## src/rtl/spi_seq_pkg.sv

```systemverilog
// Shared types and default constants for the SPI transaction sequencer and its command FIFO.
// Commands are packed as {rw, addr, saddr, raddr}.
package spi_seq_pkg;

    typedef enum logic [1:0] {
        ST_IDLE  = 2'd0,
        ST_FRAME = 2'd1,
        ST_GAP   = 2'd2
    } seq_state_t;

    localparam int SEQ_DEPTH        = 4;
    localparam int SEQ_AW           = 3;
    localparam int SEQ_MAX_ADDR     = 4;
    localparam int SEQ_FRAME_CYCLES = 21;
    localparam int SEQ_GAP_CYCLES   = 2;

    function automatic int cmd_width(input int aw);
        return 1 + 3 * aw;
    endfunction

    // Counter only has to reach the longer of the two phase lengths.
    function automatic int cnt_width(input int frame_cycles, input int gap_cycles);
        int longest;
        longest = (frame_cycles > gap_cycles) ? frame_cycles : gap_cycles;
        return $clog2(longest + 1);
    endfunction

endpackage

```

## src/rtl/spi_cmd_fifo.sv

```systemverilog
// Synchronous command FIFO with occupancy count; head entry is presented combinationally.
// Pushes while full and pops while empty are ignored.
module spi_cmd_fifo #(
    parameter int DEPTH = 4,
    parameter int W     = 10
) (
    input  logic                     sclk,
    input  logic                     rst_n,
    input  logic                     push,
    input  logic [W-1:0]             wr_data,
    input  logic                     pop,
    output logic [W-1:0]             rd_data,
    output logic [$clog2(DEPTH):0]   count,
    output logic                     full,
    output logic                     empty
);

    localparam int PW = $clog2(DEPTH);
    localparam logic [PW:0] DEPTH_C = (PW + 1)'(DEPTH);

    logic [W-1:0]  mem [DEPTH];
    logic [PW-1:0] wr_ptr;
    logic [PW-1:0] rd_ptr;
    logic          do_push;
    logic          do_pop;

    assign full    = (count == DEPTH_C);
    assign empty   = (count == '0);
    assign do_push = push & ~full;
    assign do_pop  = pop & ~empty;
    assign rd_data = mem[rd_ptr];

    always_ff @(posedge sclk) begin
        if (do_push) begin
            mem[wr_ptr] <= wr_data;
        end
    end

    // Pointers wrap naturally because DEPTH is a power of two.
    always_ff @(posedge sclk or negedge rst_n) begin
        if (!rst_n) begin
            wr_ptr <= '0;
            rd_ptr <= '0;
            count  <= '0;
        end else begin
            if (do_push) begin
                wr_ptr <= wr_ptr + 1'b1;
            end
            if (do_pop) begin
                rd_ptr <= rd_ptr + 1'b1;
            end
            case ({do_push, do_pop})
                2'b10:   count <= count + 1'b1;
                2'b01:   count <= count - 1'b1;
                default: count <= count;
            endcase
        end
    end

endmodule

```

## src/rtl/spi_txn_sequencer.sv

```systemverilog
// Queues SPI transaction commands and frames each one: ss low for FRAME_CYCLES, then high for
// GAP_CYCLES with rw/addr/saddr/raddr held stable; out-of-range commands are dropped with err.
module spi_txn_sequencer
    import spi_seq_pkg::*;
#(
    parameter int DEPTH        = SEQ_DEPTH,
    parameter int AW           = SEQ_AW,
    parameter int MAX_ADDR     = SEQ_MAX_ADDR,
    parameter int FRAME_CYCLES = SEQ_FRAME_CYCLES,
    parameter int GAP_CYCLES   = SEQ_GAP_CYCLES
) (
    input  logic                   sclk,
    input  logic                   rst_n,
    input  logic                   cmd_valid,
    output logic                   cmd_ready,
    input  logic                   cmd_rw,
    input  logic [AW-1:0]          cmd_addr,
    input  logic [AW-1:0]          cmd_saddr,
    input  logic [AW-1:0]          cmd_raddr,
    output logic                   ss,
    output logic                   rw,
    output logic [AW-1:0]          addr,
    output logic [AW-1:0]          saddr,
    output logic [AW-1:0]          raddr,
    output logic                   busy,
    output logic                   done,
    output logic                   err,
    output logic [$clog2(DEPTH):0] fifo_count
);

    localparam int CW    = cmd_width(AW);
    localparam int CNT_W = cnt_width(FRAME_CYCLES, GAP_CYCLES);
    localparam logic [AW-1:0]    MAX_A      = AW'(MAX_ADDR);
    localparam logic [CNT_W-1:0] FRAME_LAST = CNT_W'(FRAME_CYCLES - 1);
    localparam logic [CNT_W-1:0] GAP_LAST   = CNT_W'(GAP_CYCLES - 1);

    seq_state_t       state;
    seq_state_t       state_nxt;
    logic [CNT_W-1:0] cnt;
    logic [CNT_W-1:0] cnt_nxt;
    logic             handshake;
    logic             addr_bad;
    logic             push;
    logic             pop;
    logic             done_set;
    logic             fifo_full;
    logic             fifo_empty;
    logic [CW-1:0]    head;

    // A rejected command still completes its handshake; it simply never reaches the FIFO.
    assign handshake = cmd_valid & cmd_ready;
    assign addr_bad  = (cmd_addr > MAX_A) | (cmd_saddr > MAX_A) | (cmd_raddr > MAX_A);
    assign push      = handshake & ~addr_bad;
    assign cmd_ready = ~fifo_full;

    spi_cmd_fifo #(
        .DEPTH (DEPTH),
        .W     (CW)
    ) u_fifo (
        .sclk    (sclk),
        .rst_n   (rst_n),
        .push    (push),
        .wr_data ({cmd_rw, cmd_addr, cmd_saddr, cmd_raddr}),
        .pop     (pop),
        .rd_data (head),
        .count   (fifo_count),
        .full    (fifo_full),
        .empty   (fifo_empty)
    );

    always_ff @(posedge sclk or negedge rst_n) begin
        if (!rst_n) begin
            state <= ST_IDLE;
            cnt   <= '0;
        end else begin
            state <= state_nxt;
            cnt   <= cnt_nxt;
        end
    end

    // Counter is cleared on every phase change, so it never wraps.
    always_comb begin
        state_nxt = ST_IDLE;
        cnt_nxt   = '0;
        case (state)
            ST_IDLE: begin
                if (!fifo_empty) begin
                    state_nxt = ST_FRAME;
                end
            end
            ST_FRAME: begin
                if (cnt == FRAME_LAST) begin
                    state_nxt = ST_GAP;
                end else begin
                    state_nxt = ST_FRAME;
                    cnt_nxt   = cnt + 1'b1;
                end
            end
            ST_GAP: begin
                if (cnt != GAP_LAST) begin
                    state_nxt = ST_GAP;
                    cnt_nxt   = cnt + 1'b1;
                end
            end
            default: begin
                state_nxt = ST_IDLE;
            end
        endcase
    end

    // ss and busy decode straight from state so reset raises ss without waiting for a clock.
    always_comb begin
        ss       = 1'b1;
        busy     = 1'b0;
        pop      = 1'b0;
        done_set = 1'b0;
        case (state)
            ST_IDLE: begin
                pop = ~fifo_empty;
            end
            ST_FRAME: begin
                ss       = 1'b0;
                busy     = 1'b1;
                done_set = (cnt == FRAME_LAST);
            end
            ST_GAP: begin
                busy = 1'b1;
            end
            default: begin
                ss = 1'b1;
            end
        endcase
    end

    always_ff @(posedge sclk or negedge rst_n) begin
        if (!rst_n) begin
            done <= 1'b0;
            err  <= 1'b0;
        end else begin
            done <= done_set;
            err  <= handshake & addr_bad;
        end
    end

    // Transaction fields only move on a pop and otherwise hold through frame, gap and idle.
    always_ff @(posedge sclk or negedge rst_n) begin
        if (!rst_n) begin
            rw    <= 1'b0;
            addr  <= '0;
            saddr <= '0;
            raddr <= '0;
        end else if (pop) begin
            {rw, addr, saddr, raddr} <= head;
        end
    end

endmodule

```

## config.mk

```make
export PLATFORM = sky130hd
export DESIGN_NAME = spi_txn_sequencer
export DESIGN_NICKNAME = d
export VERILOG_FILES = /design/src/rtl/spi_seq_pkg.sv /design/src/rtl/spi_cmd_fifo.sv /design/src/rtl/spi_txn_sequencer.sv
export SDC_FILE = /design/constraint.sdc
export NUM_CORES = 1
export LEC_CHECK = 0
export ABC_AREA = 1
export CORE_MARGIN = 2
export CORE_UTILIZATION = 56
export DETAILED_ROUTE_END_ITERATION = 6
export PLACE_DENSITY = 0.78
export SYNTH_ARGS = -nofsm -noshare
export SYNTH_HDL_FRONTEND = slang
export SYNTH_SLANG_ARGS = --single-unit
```

## constraint.sdc

```tcl
create_clock -name sclk -period 2.9 [get_ports sclk]
set_clock_uncertainty 0.2 [all_clocks]
set_input_delay 0.58 -clock sclk [delete_from_list [all_inputs] [get_ports sclk]]
set_output_delay 0.58 -clock sclk [all_outputs]
set_load 0.02 [all_outputs]
```

* Word level (Yosys, flattened, before mapping)
Memories as Yosys holds them, arrays and structs flattened. A register that Yosys moved wholly into a read port is not among the register bits. Cells that the tools add are included. W data, S select, Z words.
Storage, ports and cells: word-level logic and storage cells 52, output and inout port bits 18, register bits after elaboration 16, memories 1, RAM bits 40, input bits 13
Cells by class: bitwise operators 10, add/subtract/negate cells 5, equality and inequality tests 7, reductions and logical operators 5, magnitude comparators 3, muxes and demuxes 14
Memory list:
- u_fifo.mem | depth 4, width 10, rd ports 1, clocked after memory_dff 1, write ports 1, line spi_cmd_fifo.sv:21 | logic [W-1:0] mem [DEPTH];
Operators by type and width (number):
- $mux W5 | 2
- $pmux W5 S2 | 1
- $gt A3 B3 Y1 const B | 3
- $mux W1 | 7
- $pmux W2 S3 | 1
- $pmux W3 S2 | 1
- $add A5 B1 Y5 const B | 1
- $and A1 B1 Y1 | 5
- $eq A5 B5 Y1 const B | 1
- $ne A5 B1 Y1 const B | 1
- $add A2 B1 Y2 const B | 2
- $eq A2 B1 Y1 const B | 2
- $eq A2 B2 Y1 const B | 2
- $mux W2 | 2
- $add A3 B1 Y3 const B | 1
- $eq A3 B3 Y1 const B | 1
- $logic_not A3 Y1 | 1
- $not A1 Y1 | 3
- $sub A3 B1 Y3 const B | 1
- $logic_not A2 Y1 | 1
- $or A1 B1 Y1 | 2
- $reduce_bool A2 Y1 | 1
- $reduce_or A2 Y1 | 1
- $logic_not A1 Y1 | 1

* Logic depth before layout (Yosys ltp)
word-level depth 8, depth in mapped cells 11, depth with buffers taken out 10

* Cells and area by module
A second synthesis with hierarchy kept.
Unflattened totals: cell total of the unflattened synthesis 289, area total of the unflattened synthesis 3016.6 um^2
Modules (own cells, without submodules):
- spi_cmd_fifo | seq. area each 1376.3 um^2, area an instance 2095.8 um^2, cells each 178, times used 1
- spi_txn_sequencer | seq. area each 475.5 um^2, area an instance 920.9 um^2, cells each 111, times used 1

* Worst setup path before layout
Ideal clock, no wire load.
path kind input-to-reg, start point input cmd_raddr[2], end point register u_fifo.count[2], cell stages on the path 10, data required time 2.569 ns, arrival time 1.850 ns, path buffers 0, setup time 0.131 ns, path slack 0.719 ns, cells stage by stage inv_1 -> nor2_1 -> nor2_1 -> nand3_2 -> ha_1 -> inv_1 -> fa_1 -> a21oi_1 -> o21ai_0 -> xor2_1
On the way: word-level cells in the longest chain between the ends 7, elaborated cells on any way between the ends 9, those cells by class order compare: 1; eq/ne: 2; mux: 1; bitwise: 4; reduce/logical: 1
Ends and longest elaborated chain:
- start, declared | line spi_txn_sequencer.sv:19 | input logic [AW-1:0] cmd_raddr,
- $gt A3 B3 Y1 (*) | line spi_txn_sequencer.sv:52 | assign addr_bad = (cmd_addr > MAX_A) | (cmd_saddr > MAX_A) | (cmd_raddr > MAX_A);
- $or A1 B1 Y1 (*) | line spi_txn_sequencer.sv:52
- $not A1 Y1 (*) | line spi_txn_sequencer.sv:53 | assign push = handshake & ~addr_bad;
- $and A1 B1 Y1 (*) | line spi_txn_sequencer.sv:53
- $and A1 B1 Y1 (*) | line spi_cmd_fifo.sv:29 | assign do_push = push & ~full;
- $eq A2 B1 Y1 / $eq A2 B2 Y1 (equally long branches) | line spi_cmd_fifo.sv:52 | case ({do_push, do_pop})
- $pmux W3 S2 / $reduce_bool A2 Y1 (equally long branches)
- end signal, assigned | line spi_cmd_fifo.sv:53 | 2'b10: count <= count + 1'b1;
- end signal, assigned | line spi_cmd_fifo.sv:54 | 2'b01: count <= count - 1'b1;
- end signal, assigned | line spi_cmd_fifo.sv:55 | default: count <= count;
- end, declared | line spi_cmd_fifo.sv:13 | output logic [$clog2(DEPTH):0] count,
Mark *: on every way between the ends. The rest lies on a longest branch, timed or not. A chain may end at the register's enable or synchronous reset.

* Final worst setup path
start point register state[0], end point output busy
On the way: word-level cells in the longest chain between the ends 3, elaborated cells on any way between the ends 4, those cells by class eq/ne: 2; mux: 1; reduce/logical: 1
Ends and longest elaborated chain:
- start, declared | line spi_txn_sequencer.sv:37 | seq_state_t state;
- start signal, assigned | line spi_txn_sequencer.sv:76 | state <= state_nxt;
- $eq A2 B1 Y1 / $eq A2 B2 Y1 (equally long branches) | line spi_txn_sequencer.sv:117 | case (state)
- $reduce_or A2 Y1 (no line) (*)
- $mux W1 (*) | line spi_txn_sequencer.sv:117
- end, declared | line spi_txn_sequencer.sv:25 | output logic busy,
Marks and branches as above.

==> impl_metrics.csv <==
group,metric,value,unit
power,vdd_drop_max,394.5,uV
synth,synth_top_area_cell,"edfxtp_1",
die,rows,26,
routing,drtIter0Drc,105,
routing,wire_per_inst,13.64,microns
routing,drc_errors,0,
power,p_sw_share,37.80,%
global_route,grt_pass1_vias,1921,
timing,finalSetupTns,0,ps
synth,ys_seq_area_share,63.82,%
synth,ys_warn_count,0,
routing,num_vias,1964,
power,pwr-share-seq,42.7,%
cts,cts_htree_levels,3,
timing,worst_pin_slew,503.9,ps
synth,async_flop_share,39.39,%
cts,clockRootBuffer,"clkbuf_8",
layout,diodes,0,
layout,drive_above_1_share,10.74,%
timing,finalCriticalPeriod,2588,ps
synth,avgSynthCellArea,10.44,sq um
power,p_switching,1.205,mW
timing,drv_slew,0,
die,die-area,5773,sq um
power,clock_power_share,20.1,%
layout,final_core_util,68.86,%
global_route,grt_first_pass_wirelength,9073,microns
timing,rsz0062_at_grt,"false",
synth,synthTopCellsByArea,"edfxtp_1, dfrtp_1, nor2_1, nand2_1, ha_1",
synth,syn_area,2902,sq um
timing,max_freq,386.5,MHz
layout,final.fill_count,384,
timing,fin_ws,312.5,ps
die,die_h,75.98,microns
cts,postCtsSetupBuffers,0,
cts,path_clk_slew,70,ps
die,die_w,75.98,microns
die,pin_count,31,
placed_design,gp_congestion,0.7995,
power,pwr-share-comb,37.2,%
routing,finalWirelength,5400,microns
worst_setup_path,startpoint_type,"register",
power,power.internal,1.982,mW
placed_design,place_ws,4.272,ps
global_route,grt_use_total,20.42,%
cts,numCtsBuffers,9,
global_route,antenna_found_initial,0,
synth,synth_edf_count,40,
timing,hold_viol,0,
synth,synth_top_area_share,41.40,%
synth,ys.flop_type,"edfxtp_1",
layout,mostFrequentLayoutCells,"nor2_1, nand2_1, edfxtp_1",
worst_setup_path,cp_max_fo,5,
layout,syn2layout_area_growth,19.66,%
cts,cts_buffer_depth,2,
worst_setup_path,crit_type,"register to output pin",
power,p_leak,1.522,nW
flow_run,max_cap_violations,0,
power,p_per_area,917.7,nW/um^2
die,start_util,57.54,%
worst_setup_path,required,2120,ps
synth,ys_types,25,
timing,max-slew-margin-rel,66.40,%
cts,postCtsHoldBufs,0,
synth,synthesis.nets,304,
synth,ys_ff_latch,66,
cts,cts-resized-gates,0,
global_route,grt-ovfl-total,0,
global_route,grt_start_max_net_pins,27,
timing,setup_viol,0,
layout,nets,347,
routing,drt-pass1-iter-count,4,
outcome,status,"finished clean",
routing,ant_nets,0,
placed_design,portBuffers,30,
layout,final_common_cell,"nor2_1",
layout,layout.area.seq,1852,sq um
routing,viasPerCell,4.960,
worst_hold_path,hp-class,"register to register",
worst_setup_path,worstSetupEndpointType,"output pin",
placed_design,dpl.hpwl,3642,microns
cts,cts_sinks,66,
worst_setup_path,crit_arrival,1810,ps
cts,clock_latency,330,ps
layout,multi_input_area,887.1,sq um
timing,finalCritPeriodShare,89.22,%
die,core_area,5042,sq um
synth,synthCells,278,
cts,cts_tree,"done",
## final cells by class
| type | count | area share (%) |
|---|---|---|
| tap | 70 | 2.523 |
| inverter | 29 | 3.135 |
| timing repair buffer | 40 | 10.81 |
| multi-input combinational | 175 | 25.55 |
| sequential | 66 | 53.33 |
| clock buffer | 11 | 3.784 |
| clock inverter | 5 | 0.8649 |
## critical path, cell delays in order, from the launching register on
cell and delay [ps]:
dfrtp_1 390, inv_1 70, ha_1 380, clkdlybuf4s50_1 640
## power groups by stage
stage | combinational [mW] | clock (mW) | sequential (mW)
CTS | 1.19 | 0.652 | 1.36
global placement | 1.14 | 0 | 1.37
global route | 1.33 | 0.684 | 1.39
finish | 1.18 | 0.640 | 1.36
floorplan | 0.708 | 0 | 1.44
detailed placement | 1.18 | 0 | 1.38
## per-stage QoR
| stage | hold slack, ps | cells | power [mW] | area [sq um] |
|---|---|---|---|---|
| after global placement | 262.2 | 380 | 2.515 | 3311 |
| final | 282.5 | 396 | 3.186 | 3472 |
| after global routing | 308.6 | 396 | 3.407 | 3472 |
| after floorplan | 84.41 | 278 | 2.150 | 2902 |
| after detailed placement | 263.8 | 380 | 2.562 | 3311 |
| after CTS | 283.2 | 396 | 3.207 | 3472 |
## metal layers
layer | global-route usage (%) | up-vias | share of wire [%]
li1 | - | 987 | -
met1 | 27.71 | 916 | 44
met2 | 32.05 | 55 | 49
met3 | 3.673 | 6 | 5.6
met4 | 10.36 | 0 | 1.0
met5 | 0 | - | 0
## final timing paths
kind | cells after the start | slack (ps) | start | endpoint
worst max-delay path | 3 | 310 | state[0] | busy
worst min-delay path | 2 | 280 | raddr[2] | raddr[2]
worst max register to register | 10 | 510 | state[0] | u_fifo.count[2]
worst min register to register | 2 | 280 | raddr[2] | raddr[2]
max in group asynchronous | 2 | 1840 | rst_n | cnt[1]
min in group asynchronous | 2 | 410 | rst_n | raddr[0]
## flip-flops by register name, summed over array words and instances (netlist names)
| signal | cells |
|---|---|
| addr | 3 |
| cnt | 5 |
| done | 1 |
| err | 1 |
| raddr | 3 |
| rw | 1 |
| saddr | 3 |
| state | 2 |
| u_fifo.count | 3 |
| u_fifo.mem | 40 |
| u_fifo.rd_ptr | 2 |
| u_fifo.wr_ptr | 2 |
## synth_stat cells, types with 3 or more instances
cell / number
a21oi_1: 4
buf_2: 3
buf_4: 3
dfrtp_1: 26
edfxtp_1: 40
ha_1: 12
inv_1: 24
inv_2: 5
nand2_1: 54
nand3_1: 8
nand4_1: 3
nor2_1: 58
o21ai_0: 16
o21ai_1: 10
## kinds of logic after synthesis
group                    Yosys count  synth area share (%)
XOR/XNOR                           3                0.9057
AO/OA/AOI/OAI                     31                 5.736
adder cells (fa/ha/maj)           13                 5.864
buffers and inverters             37                 5.606
AND/OR/NAND/NOR                  128                 18.07
flip-flops                        66                 63.82
Power figures use the tool's default switching activity.
